--- src/rtl/tlb_xlate_check_pkg.sv ---
// Shared TLB translate-check definitions: exception codes, access types, page sizes
// and the exception priority function used by every lookup port.
package tlb_xlate_check_pkg;

  localparam logic [5:0] ECODE_PIL  = 6'h01;
  localparam logic [5:0] ECODE_PIS  = 6'h02;
  localparam logic [5:0] ECODE_PIF  = 6'h03;
  localparam logic [5:0] ECODE_PME  = 6'h04;
  localparam logic [5:0] ECODE_PPI  = 6'h07;
  localparam logic [5:0] ECODE_TLBR = 6'h3F;

  localparam logic [5:0] PS_4K = 6'd12;
  localparam logic [5:0] PS_2M = 6'd21;

  typedef enum logic [1:0] {
    MEM_FETCH = 2'd0,
    MEM_LOAD  = 2'd1,
    MEM_STORE = 2'd2
  } mem_type_e;

  typedef struct packed {
    logic       exc;
    logic [5:0] ecode;
  } xlate_chk_t;

  // First matching condition wins; encoding 3 of mem_type behaves as a load.
  function automatic xlate_chk_t xlate_check(input logic       hit,
                                             input logic       v,
                                             input logic       d,
                                             input logic [1:0] mem_type,
                                             input logic [1:0] csr_plv,
                                             input logic [1:0] plv);
    xlate_chk_t r;
    r.exc   = 1'b1;
    r.ecode = ECODE_TLBR;
    if (!hit) begin
      r.ecode = ECODE_TLBR;
    end else if (!v) begin
      case (mem_type)
        MEM_FETCH: r.ecode = ECODE_PIF;
        MEM_STORE: r.ecode = ECODE_PIS;
        default:   r.ecode = ECODE_PIL;
      endcase
    end else if (csr_plv > plv) begin
      r.ecode = ECODE_PPI;
    end else if ((mem_type == MEM_STORE) && !d) begin
      r.ecode = ECODE_PME;
    end else begin
      r.exc   = 1'b0;
      r.ecode = '0;
    end
    return r;
  endfunction

endpackage

--- src/rtl/tlb_xlate_check_slice.sv ---
// One lookup port: valid/ready register slice plus V/PLV/D check and PA build.
// TLB_XLATE_PERF_EN adds per-port hit/miss counters on accepted lookups.
module tlb_xlate_slice
  import tlb_xlate_check_pkg::*;
#(
  parameter int unsigned PALEN = 32
) (
  input  logic             clk_i,
  input  logic             rst_i,
  input  logic             flush_i,
  input  logic [1:0]       csr_plv_i,
  input  logic             in_valid_i,
  output logic             in_ready_o,
  input  logic [31:0]      va_i,
  input  logic [1:0]       mem_type_i,
  input  logic             hit_i,
  input  logic [5:0]       ps_i,
  input  logic             found_v_i,
  input  logic             found_d_i,
  input  logic [1:0]       found_mat_i,
  input  logic [1:0]       found_plv_i,
  input  logic [PALEN-13:0] found_pfn_i,
  output logic             out_valid_o,
  input  logic             out_ready_i,
  output logic [PALEN-1:0] pa_o,
  output logic [1:0]       mat_o,
  output logic             exc_o,
  output logic [5:0]       ecode_o,
  output logic [31:0]      badv_o
`ifdef TLB_XLATE_PERF_EN
  ,
  output logic [31:0]      hit_cnt_o,
  output logic [31:0]      miss_cnt_o
`endif
);

  logic             valid_q;
  logic [PALEN-1:0] pa_q, pa_d;
  logic [1:0]       mat_q, mat_d;
  logic             exc_q;
  logic [5:0]       ecode_q;
  logic [31:0]      badv_q;
  xlate_chk_t       chk_d;
  logic             accept;

  assign in_ready_o = !valid_q || out_ready_i;
  assign accept     = in_valid_i && in_ready_o && !flush_i;

  always_comb begin
    chk_d = xlate_check(hit_i, found_v_i, found_d_i, mem_type_i, csr_plv_i, found_plv_i);
    pa_d  = '0;
    mat_d = '0;
    if (!chk_d.exc) begin
      mat_d = found_mat_i;
      // Only 2M pages replace the low PFN bits with VA; every other size acts as 4K.
      if (ps_i == PS_2M) pa_d = {found_pfn_i[PALEN-13:9], va_i[20:0]};
      else               pa_d = {found_pfn_i, va_i[11:0]};
    end
  end

  always_ff @(posedge clk_i) begin
    if (rst_i) begin
      valid_q <= 1'b0;
      pa_q    <= '0;
      mat_q   <= '0;
      exc_q   <= 1'b0;
      ecode_q <= '0;
      badv_q  <= '0;
    end else if (flush_i) begin
      valid_q <= 1'b0;
    end else if (accept) begin
      valid_q <= 1'b1;
      pa_q    <= pa_d;
      mat_q   <= mat_d;
      exc_q   <= chk_d.exc;
      ecode_q <= chk_d.ecode;
      badv_q  <= va_i;
    end else if (out_ready_i) begin
      valid_q <= 1'b0;
    end
  end

  assign out_valid_o = valid_q;
  assign pa_o        = pa_q;
  assign mat_o       = mat_q;
  assign exc_o       = exc_q;
  assign ecode_o     = ecode_q;
  assign badv_o      = badv_q;

`ifdef TLB_XLATE_PERF_EN
  logic [31:0] hit_cnt_q, miss_cnt_q;

  always_ff @(posedge clk_i) begin
    if (rst_i) begin
      hit_cnt_q  <= '0;
      miss_cnt_q <= '0;
    end else if (accept) begin
      if (hit_i) hit_cnt_q  <= hit_cnt_q + 32'd1;
      else       miss_cnt_q <= miss_cnt_q + 32'd1;
    end
  end

  assign hit_cnt_o  = hit_cnt_q;
  assign miss_cnt_o = miss_cnt_q;
`endif

endmodule

--- src/rtl/tlb_xlate_check.sv ---
// TLB translate-check stage: two independent slices (0 = fetch, 1 = data).
// Optional TLB_XLATE_PERF_EN exposes per-port hit/miss counters.
module tlb_xlate_check
  import tlb_xlate_check_pkg::*;
#(
  parameter int unsigned PALEN = 32
) (
  input  logic             clk,
  input  logic             rst,
  input  logic             flush,
  input  logic [1:0]       csr_plv,
  input  logic             in_valid0,
  input  logic             in_valid1,
  output logic             in_ready0,
  output logic             in_ready1,
  input  logic [31:0]      va0,
  input  logic [31:0]      va1,
  input  logic [1:0]       mem_type0,
  input  logic [1:0]       mem_type1,
  input  logic             hit0,
  input  logic             hit1,
  input  logic [5:0]       ps0,
  input  logic [5:0]       ps1,
  input  logic             found_v0,
  input  logic             found_v1,
  input  logic             found_d0,
  input  logic             found_d1,
  input  logic [1:0]       found_mat0,
  input  logic [1:0]       found_mat1,
  input  logic [1:0]       found_plv0,
  input  logic [1:0]       found_plv1,
  input  logic [PALEN-13:0] found_pfn0,
  input  logic [PALEN-13:0] found_pfn1,
  output logic             out_valid0,
  output logic             out_valid1,
  input  logic             out_ready0,
  input  logic             out_ready1,
  output logic [PALEN-1:0] pa0,
  output logic [PALEN-1:0] pa1,
  output logic [1:0]       mat0,
  output logic [1:0]       mat1,
  output logic             exc0,
  output logic             exc1,
  output logic [5:0]       ecode0,
  output logic [5:0]       ecode1,
  output logic [31:0]      badv0,
  output logic [31:0]      badv1
`ifdef TLB_XLATE_PERF_EN
  ,
  output logic [31:0]      hit_cnt0,
  output logic [31:0]      hit_cnt1,
  output logic [31:0]      miss_cnt0,
  output logic [31:0]      miss_cnt1
`endif
);

  tlb_xlate_slice #(.PALEN(PALEN)) u_port0 (
    .clk_i       (clk),
    .rst_i       (rst),
    .flush_i     (flush),
    .csr_plv_i   (csr_plv),
    .in_valid_i  (in_valid0),
    .in_ready_o  (in_ready0),
    .va_i        (va0),
    .mem_type_i  (mem_type0),
    .hit_i       (hit0),
    .ps_i        (ps0),
    .found_v_i   (found_v0),
    .found_d_i   (found_d0),
    .found_mat_i (found_mat0),
    .found_plv_i (found_plv0),
    .found_pfn_i (found_pfn0),
    .out_valid_o (out_valid0),
    .out_ready_i (out_ready0),
    .pa_o        (pa0),
    .mat_o       (mat0),
    .exc_o       (exc0),
    .ecode_o     (ecode0),
    .badv_o      (badv0)
`ifdef TLB_XLATE_PERF_EN
    ,
    .hit_cnt_o   (hit_cnt0),
    .miss_cnt_o  (miss_cnt0)
`endif
  );

  tlb_xlate_slice #(.PALEN(PALEN)) u_port1 (
    .clk_i       (clk),
    .rst_i       (rst),
    .flush_i     (flush),
    .csr_plv_i   (csr_plv),
    .in_valid_i  (in_valid1),
    .in_ready_o  (in_ready1),
    .va_i        (va1),
    .mem_type_i  (mem_type1),
    .hit_i       (hit1),
    .ps_i        (ps1),
    .found_v_i   (found_v1),
    .found_d_i   (found_d1),
    .found_mat_i (found_mat1),
    .found_plv_i (found_plv1),
    .found_pfn_i (found_pfn1),
    .out_valid_o (out_valid1),
    .out_ready_i (out_ready1),
    .pa_o        (pa1),
    .mat_o       (mat1),
    .exc_o       (exc1),
    .ecode_o     (ecode1),
    .badv_o      (badv1)
`ifdef TLB_XLATE_PERF_EN
    ,
    .hit_cnt_o   (hit_cnt1),
    .miss_cnt_o  (miss_cnt1)
`endif
  );

endmodule

--- config.mk ---
export PLATFORM = sky130hd
export DESIGN_NAME = tlb_xlate_check
export DESIGN_NICKNAME = d
export VERILOG_FILES = /design/src/rtl/tlb_xlate_check_pkg.sv /design/src/rtl/tlb_xlate_check_slice.sv /design/src/rtl/tlb_xlate_check.sv
export SDC_FILE = /design/constraint.sdc
export NUM_CORES = 1
export LEC_CHECK = 0
export CAP_MARGIN = 30
export CORE_MARGIN = 2
export CORE_UTILIZATION = 40
export CTS_CLUSTER_DIAMETER = 150
export DETAILED_ROUTE_END_ITERATION = 7
export HOLD_SLACK_MARGIN = 0.12
export PLACE_DENSITY = 0.88
export SYNTH_ARGS = -nofsm -noshare
export SYNTH_HDL_FRONTEND = slang
export SYNTH_SLANG_ARGS = --single-unit
--- constraint.sdc ---
create_clock -name clk -period 4.2 [get_ports clk]
set_clock_uncertainty 0.05 [all_clocks]
set_input_delay 1.05 -clock clk [delete_from_list [all_inputs] [get_ports clk]]
set_output_delay 1.05 -clock clk [all_outputs]
set_load 0.02 [all_outputs]
After elaboration in Yosys (flattened, before gate mapping)
Index checks and enable logic that the tools add are counted.
{"block": "word_totals", "reg_bits": 148, "latchBits": 0, "ramBits": 0, "rom_bits": 0, "out_inout_bits": 150, "word_cells": 67, "memories": 0}
{"block": "classes", "add_sub_neg": 0, "mul": 0, "n_div": 0, "magnitude_cmp": 2, "eq_ne": 4, "shift": 0, "n_mux": 28, "bitwise": 1, "n_reduce_logical": 20}
{"op": "$mux 32", "n": 2}
{"op": "$mux 21", "n": 2}
{"op": "$mux 6", "n": 6}
{"op": "$eq 6x5->1 const B", "n": 2}
{"op": "$mux 1", "n": 12}
{"op": "$pmux 2 s2", "n": 2}
{"op": "$logic_and 1x1->1", "n": 6}
{"op": "$mux 3", "n": 2}
{"op": "$logic_not 1->1", "n": 5}
{"op": "$eq 2x2->1 const B", "n": 2}
{"op": "$gt 2x2->1", "n": 2}
{"op": "$logic_not 2->1", "n": 2}
{"op": "$mux 2", "n": 2}
{"op": "$reduce_and 2->1", "n": 2}
{"op": "$reduce_bool 2->1", "n": 2}
{"op": "$logic_or 1x1->1", "n": 2}
{"op": "$reduce_or 2->1", "n": 1}
{"op": "$not 1->1", "n": 1}

Depth between registers and ports, before layout
{"block": "depth", "depth_word": 7, "mapped_depth": 7, "ltp_nobuf": 6}

Modules after synthesis
From an unflattened synthesis, not the netlist that was laid out.
{"block": "hier_totals", "cells_unflattened": 599, "hier_area_um2": 5499.0}
{"module": "tlb_xlate_slice (u_port1)", "n_inst": 1, "cells_per_inst": 299, "area_each_um2": 2763.9, "seq_area_each_um2": 1441.4}
{"module": "tlb_xlate_slice (u_port0)", "n_inst": 1, "cells_per_inst": 300, "area_each_um2": 2735.1, "seq_area_each_um2": 1441.4}

Least setup slack after synthesis
OpenSTA, ideal clock, no wires.
{"block": "synth_path", "path_kind": "input to register", "from": "input port found_plv1[1]", "to": "register u_port1.mat_q[0], in the netlist u_port1.mat_o[0]", "setup_ns": 0.117, "arrival_ns": 2.371, "required_time_ns": 4.033, "setup_slack_ns": 1.662, "stages": 7, "n_path_buf": 1, "path_cell_list": "inv_1 -> ha_1 -> nor2b_1 -> a2bb2oi_1 -> nor4_4 -> buf_2 -> a22o_1"}
{"block": "synth_via", "elab_chain_len": 5}
{"element": "start: declaration", "line": "tlb_xlate_check.sv:31", "text": "input logic [1:0] found_plv1,"}
{"element": "$gt 2x2->1", "line": "tlb_xlate_check_pkg.sv:44", "text": "end else if (csr_plv > plv) begin"}
{"element": "$mux 1", "line": "tlb_xlate_check_pkg.sv:44"}
{"element": "$mux 1", "line": "tlb_xlate_check_pkg.sv:38", "text": "end else if (!v) begin"}
{"element": "$mux 1", "line": "tlb_xlate_check_pkg.sv:36", "text": "if (!hit) begin"}
{"element": "$mux 2", "line": "tlb_xlate_check_slice.sv:53", "text": "if (!chk_d.exc) begin"}
{"element": "end signal: assignment", "line": "tlb_xlate_check_slice.sv:74", "text": "mat_q <= mat_d;"}
{"element": "end: declaration", "line": "tlb_xlate_check_slice.sv:39", "text": "logic [1:0] mat_q, mat_d;"}
Every way passes these cells.
A chain may end at the register's enable or synchronous reset.

Worst setup path after layout
{"block": "layout_path", "from": "input port out_ready1", "to": "output port in_ready1"}
{"block": "layout_via", "elab_chain_len": 1}
{"element": "start: declaration", "line": "tlb_xlate_check.sv:37", "text": "input logic out_ready1,"}
{"element": "$logic_or 1x1->1", "line": "tlb_xlate_check_slice.sv:46", "text": "assign in_ready_o = !valid_q || out_ready_i;"}
{"element": "end: declaration", "line": "tlb_xlate_check.sv:15", "text": "output logic in_ready1,"}
Every way passes these cells.

==> flow_summary.toml <==
[logic_synthesis]
syn_area_per_cell_sq_um = 9.33
synth_cell_type_count = 35
netlist_area_sq_mm = 0.00524
synth_nets = 709
ys_top_cells_by_area = "dfxtp_1 (55%), nand2_1 (10%), a21oi_1 (7.4%), a22o_1 (6.3%), mux2i_1 (3.8%)"
ys_seq_area_frac = 0.550
ys_seq_elements = 144
yosys.area.top_type = "dfxtp_1"
synthCells = 562
synth_top_area_frac = 0.550
yosysWarnings = 0

[grt]
grt_max_degree = 95
antenna_found_initial = 0
track_usage = 0.248
grt_overflow = 0
grt_pass1_vias = 5136
grt_pass1_wl_um = 27300

[floorplan]
die_y_um = 118
io_pins = 293
die_area_sq_mm = 0.0140
rows = 41
die_w_um = 118
start_util = 0.412
core_area_sq_mm = 0.0127

[setup_path]
startpoint = "out_ready1"
crit_fanout = 3
critPathArrivalTime_ns = 2.41
cpMostUsedCell = "clkdlybuf4s50_1"
worstSetupPathType = "input port to primary output"
cp.required_ns = 3.10
rr_endpoint = "u_port0.pa_o[27]"
slowest_stage = "clkdlybuf4s50_1"
path_depth = 4
r2r_start = "u_port0.out_valid_o"
timing.critical_path.buf_inv = 3
ff2ff_path_depth = 4
cpLargestDelayFamily = "buffers and inverters"
slowest_delay_ns = 0.57
cp-endpoint = "in_ready1"
startpoint_type = "input port"
path_cells = "clkdlybuf4s50_1 > nor2b_1 > inv_1 > clkdlybuf4s50_1"
rrSetupSlack_ns = 2.23
worstSetupEndpointType = "primary output"

[routing]
drc = 0
ant_nets = 0
met3_length_um = 1220
viasPerCell = 5.11
met2_length_um = 9130
drt_iter0_markers = 299
route.vias.total = 5252
drt-met1-wl_um = 7020
first_pass_iters = 5
routed.top_layer = "met4"
routed_wl_um = 17800
drt-wirelength-per-cell_um = 17.3

[place]
post_dp_cell_area_sq_mm = 0.00830
dp.final_hpwl_um = 12800
placedCellCount = 995
port_buffers = 292
gp_congestion = 0.845

[layout]
drive_gt1_frac = 0.0632
final_common_cell = "clkdlybuf4s50_1"
regArea_sq_mm = 0.00288
fin_area_sq_mm = 0.00892
fin_cells = 1027
antennaDiodeCount = 0
final_nets = 990
fill_cells = 991
multi_input_area_sq_mm = 0.00215
layout_common_cells = "clkdlybuf4s50_1 (291), dfxtp_1 (144), nand2_1 (143)"
syn2layout_area_growth_pct = 70.2

[cts]
cts_setup_buffers = 0
cts_resized = 0
hold_buffers = 0
cts_buffers = 17
cts.clk_slew.worst_paths_ns = 0.06
root_buffer = "clkbuf_16"
clock_path_buffers = 2
clkLatencyLatePin_ns = 0.41
cts.sinks = 144
cts_tree = "yes"
htreeDepth = 4

[outcome]
status = "finished, final reports clean"

[power]
ir_worst_vdd_mv = 0.219
powerDensity_mw_per_mm2 = 387
p_total_w = 0.00345
power_leakage_nw = 3.36

[worst_hold_path]
worstHoldPathType = "register to register"

[timing]
slew_headroom = 0.512
timing.setup.tns_ns = 0
tightest_slew_ns = 0.729
period_share = 0.835
fin_crit_ns = 3.51
maxSlewViolCount = 0
rsz0062_at_grt = "false"
max_freq_ghz = 0.285
hold_viol_final = 0
setup_viol = 0

[flow_run]
cap_violations = 0
==> Yosys cell counts (all sizes together) <==
cell     instances
nand4           12
nor3             4
a21o             1
or3b             1
nor4b            1
a2bb2oi          1
nor2            16
o21ai            3
ha               4
nor4bb           2
a311oi           7
nand3b           4
nand4b           1
a211oi           2
o2bb2ai         18
nor3b            5
a21oi           77
or4              1
nor4             1
inv              6
mux2i           20
dfxtp          144
o21a             1
clkbuf          25
nand2          143
nor2b            4
buf             20
a22o            38
==> metal layers <==
metal / vias to the layer above / track usage
li1: 2526 / -
met1: 2483 / 0.288
met2: 216 / 0.432
met3: 27 / 0.0685
met4: 0 / 0.0938
met5: - / 0
==> cells by family (layout without fill, tap and decap cells) <==
group           count (synthesis)  count (layout)  share of synthesized area
compound gates                148             148                      0.189
fa+ha+maj                       4               4                    0.00955
buf+inv                        51             344                     0.0434
flops                         144             144                      0.550
mux                            20              20                     0.0382
simple gates                  195             195                      0.170
==> layout make-up <==
class	count	share of cell area
Multi-Input combinational cell	367	0.240
Tap cell	172	0.0241
Clock buffer	18	0.0492
Clock inverter	13	0.0182
Sequential cell	144	0.323
Inverter	6	0.00252
Timing Repair Buffer	307	0.342
==> registers in the layout, summed over array words and instances, names as in the netlist <==
register             flops
u_port0.pa_o            32
u_port0.ecode_o          4
u_port1.pa_o            32
u_port1.exc_o            1
u_port0.mat_o            2
u_port1.badv_o          32
u_port1.out_valid_o      1
u_port1.mat_o            2
u_port0.exc_o            1
u_port1.ecode_o          4
u_port0.badv_o          32
u_port0.out_valid_o      1
==> power breakdown <==
| part | switching [W] | total (W) | leakage, nW | internal [W] |
|---|---|---|---|---|
| Sequential | 0.0000244 | 0.00144 | 1.17 | 0.00141 |
| Combinational | 0.000229 | 0.000483 | 1.90 | 0.000254 |
| Clock | 0.000585 | 0.00153 | 0.289 | 0.000948 |
| Total | 0.000838 | 0.00345 | 3.36 | 0.00261 |
==> worst min path at each step <==
stage | startpoint | slack [ns] | end | depth (start not counted)
2_1_floorplan | u_port0.badv_o[0] | 0.48 | u_port0.badv_o[0] | 2
3_3_place_gp | u_port0.badv_o[13] | 0.39 | u_port0.badv_o[13] | 2
3_5_place_dp | u_port1.badv_o[20] | 0.40 | u_port1.badv_o[20] | 2
4_1_cts | u_port1.badv_o[20] | 0.40 | u_port1.badv_o[20] | 2
5_1_grt | u_port1.badv_o[27] | 0.42 | u_port1.badv_o[27] | 2
6_report | u_port1.badv_o[24] | 0.40 | u_port1.badv_o[24] | 2
==> tightest hold or removal path, cell delays in order (launching register included) <==
cell and delay [ns]:
dfxtp_1 0.31, nand2_1 0.05, a21oi_1 0.05
==> metrics by stage <==
stage          hold slack (ns)  worst slack, ns   util
5_1_grt                  0.420            0.636  0.702
3_5_place_dp             0.395            0.700  0.652
3_3_place_gp             0.391            0.696  0.651
6_report                 0.403            0.692  0.702
4_1_cts                  0.404            0.703  0.699
2_1_floorplan            0.483             1.66      -
Note: power is estimated with default switching activity, not from simulation.
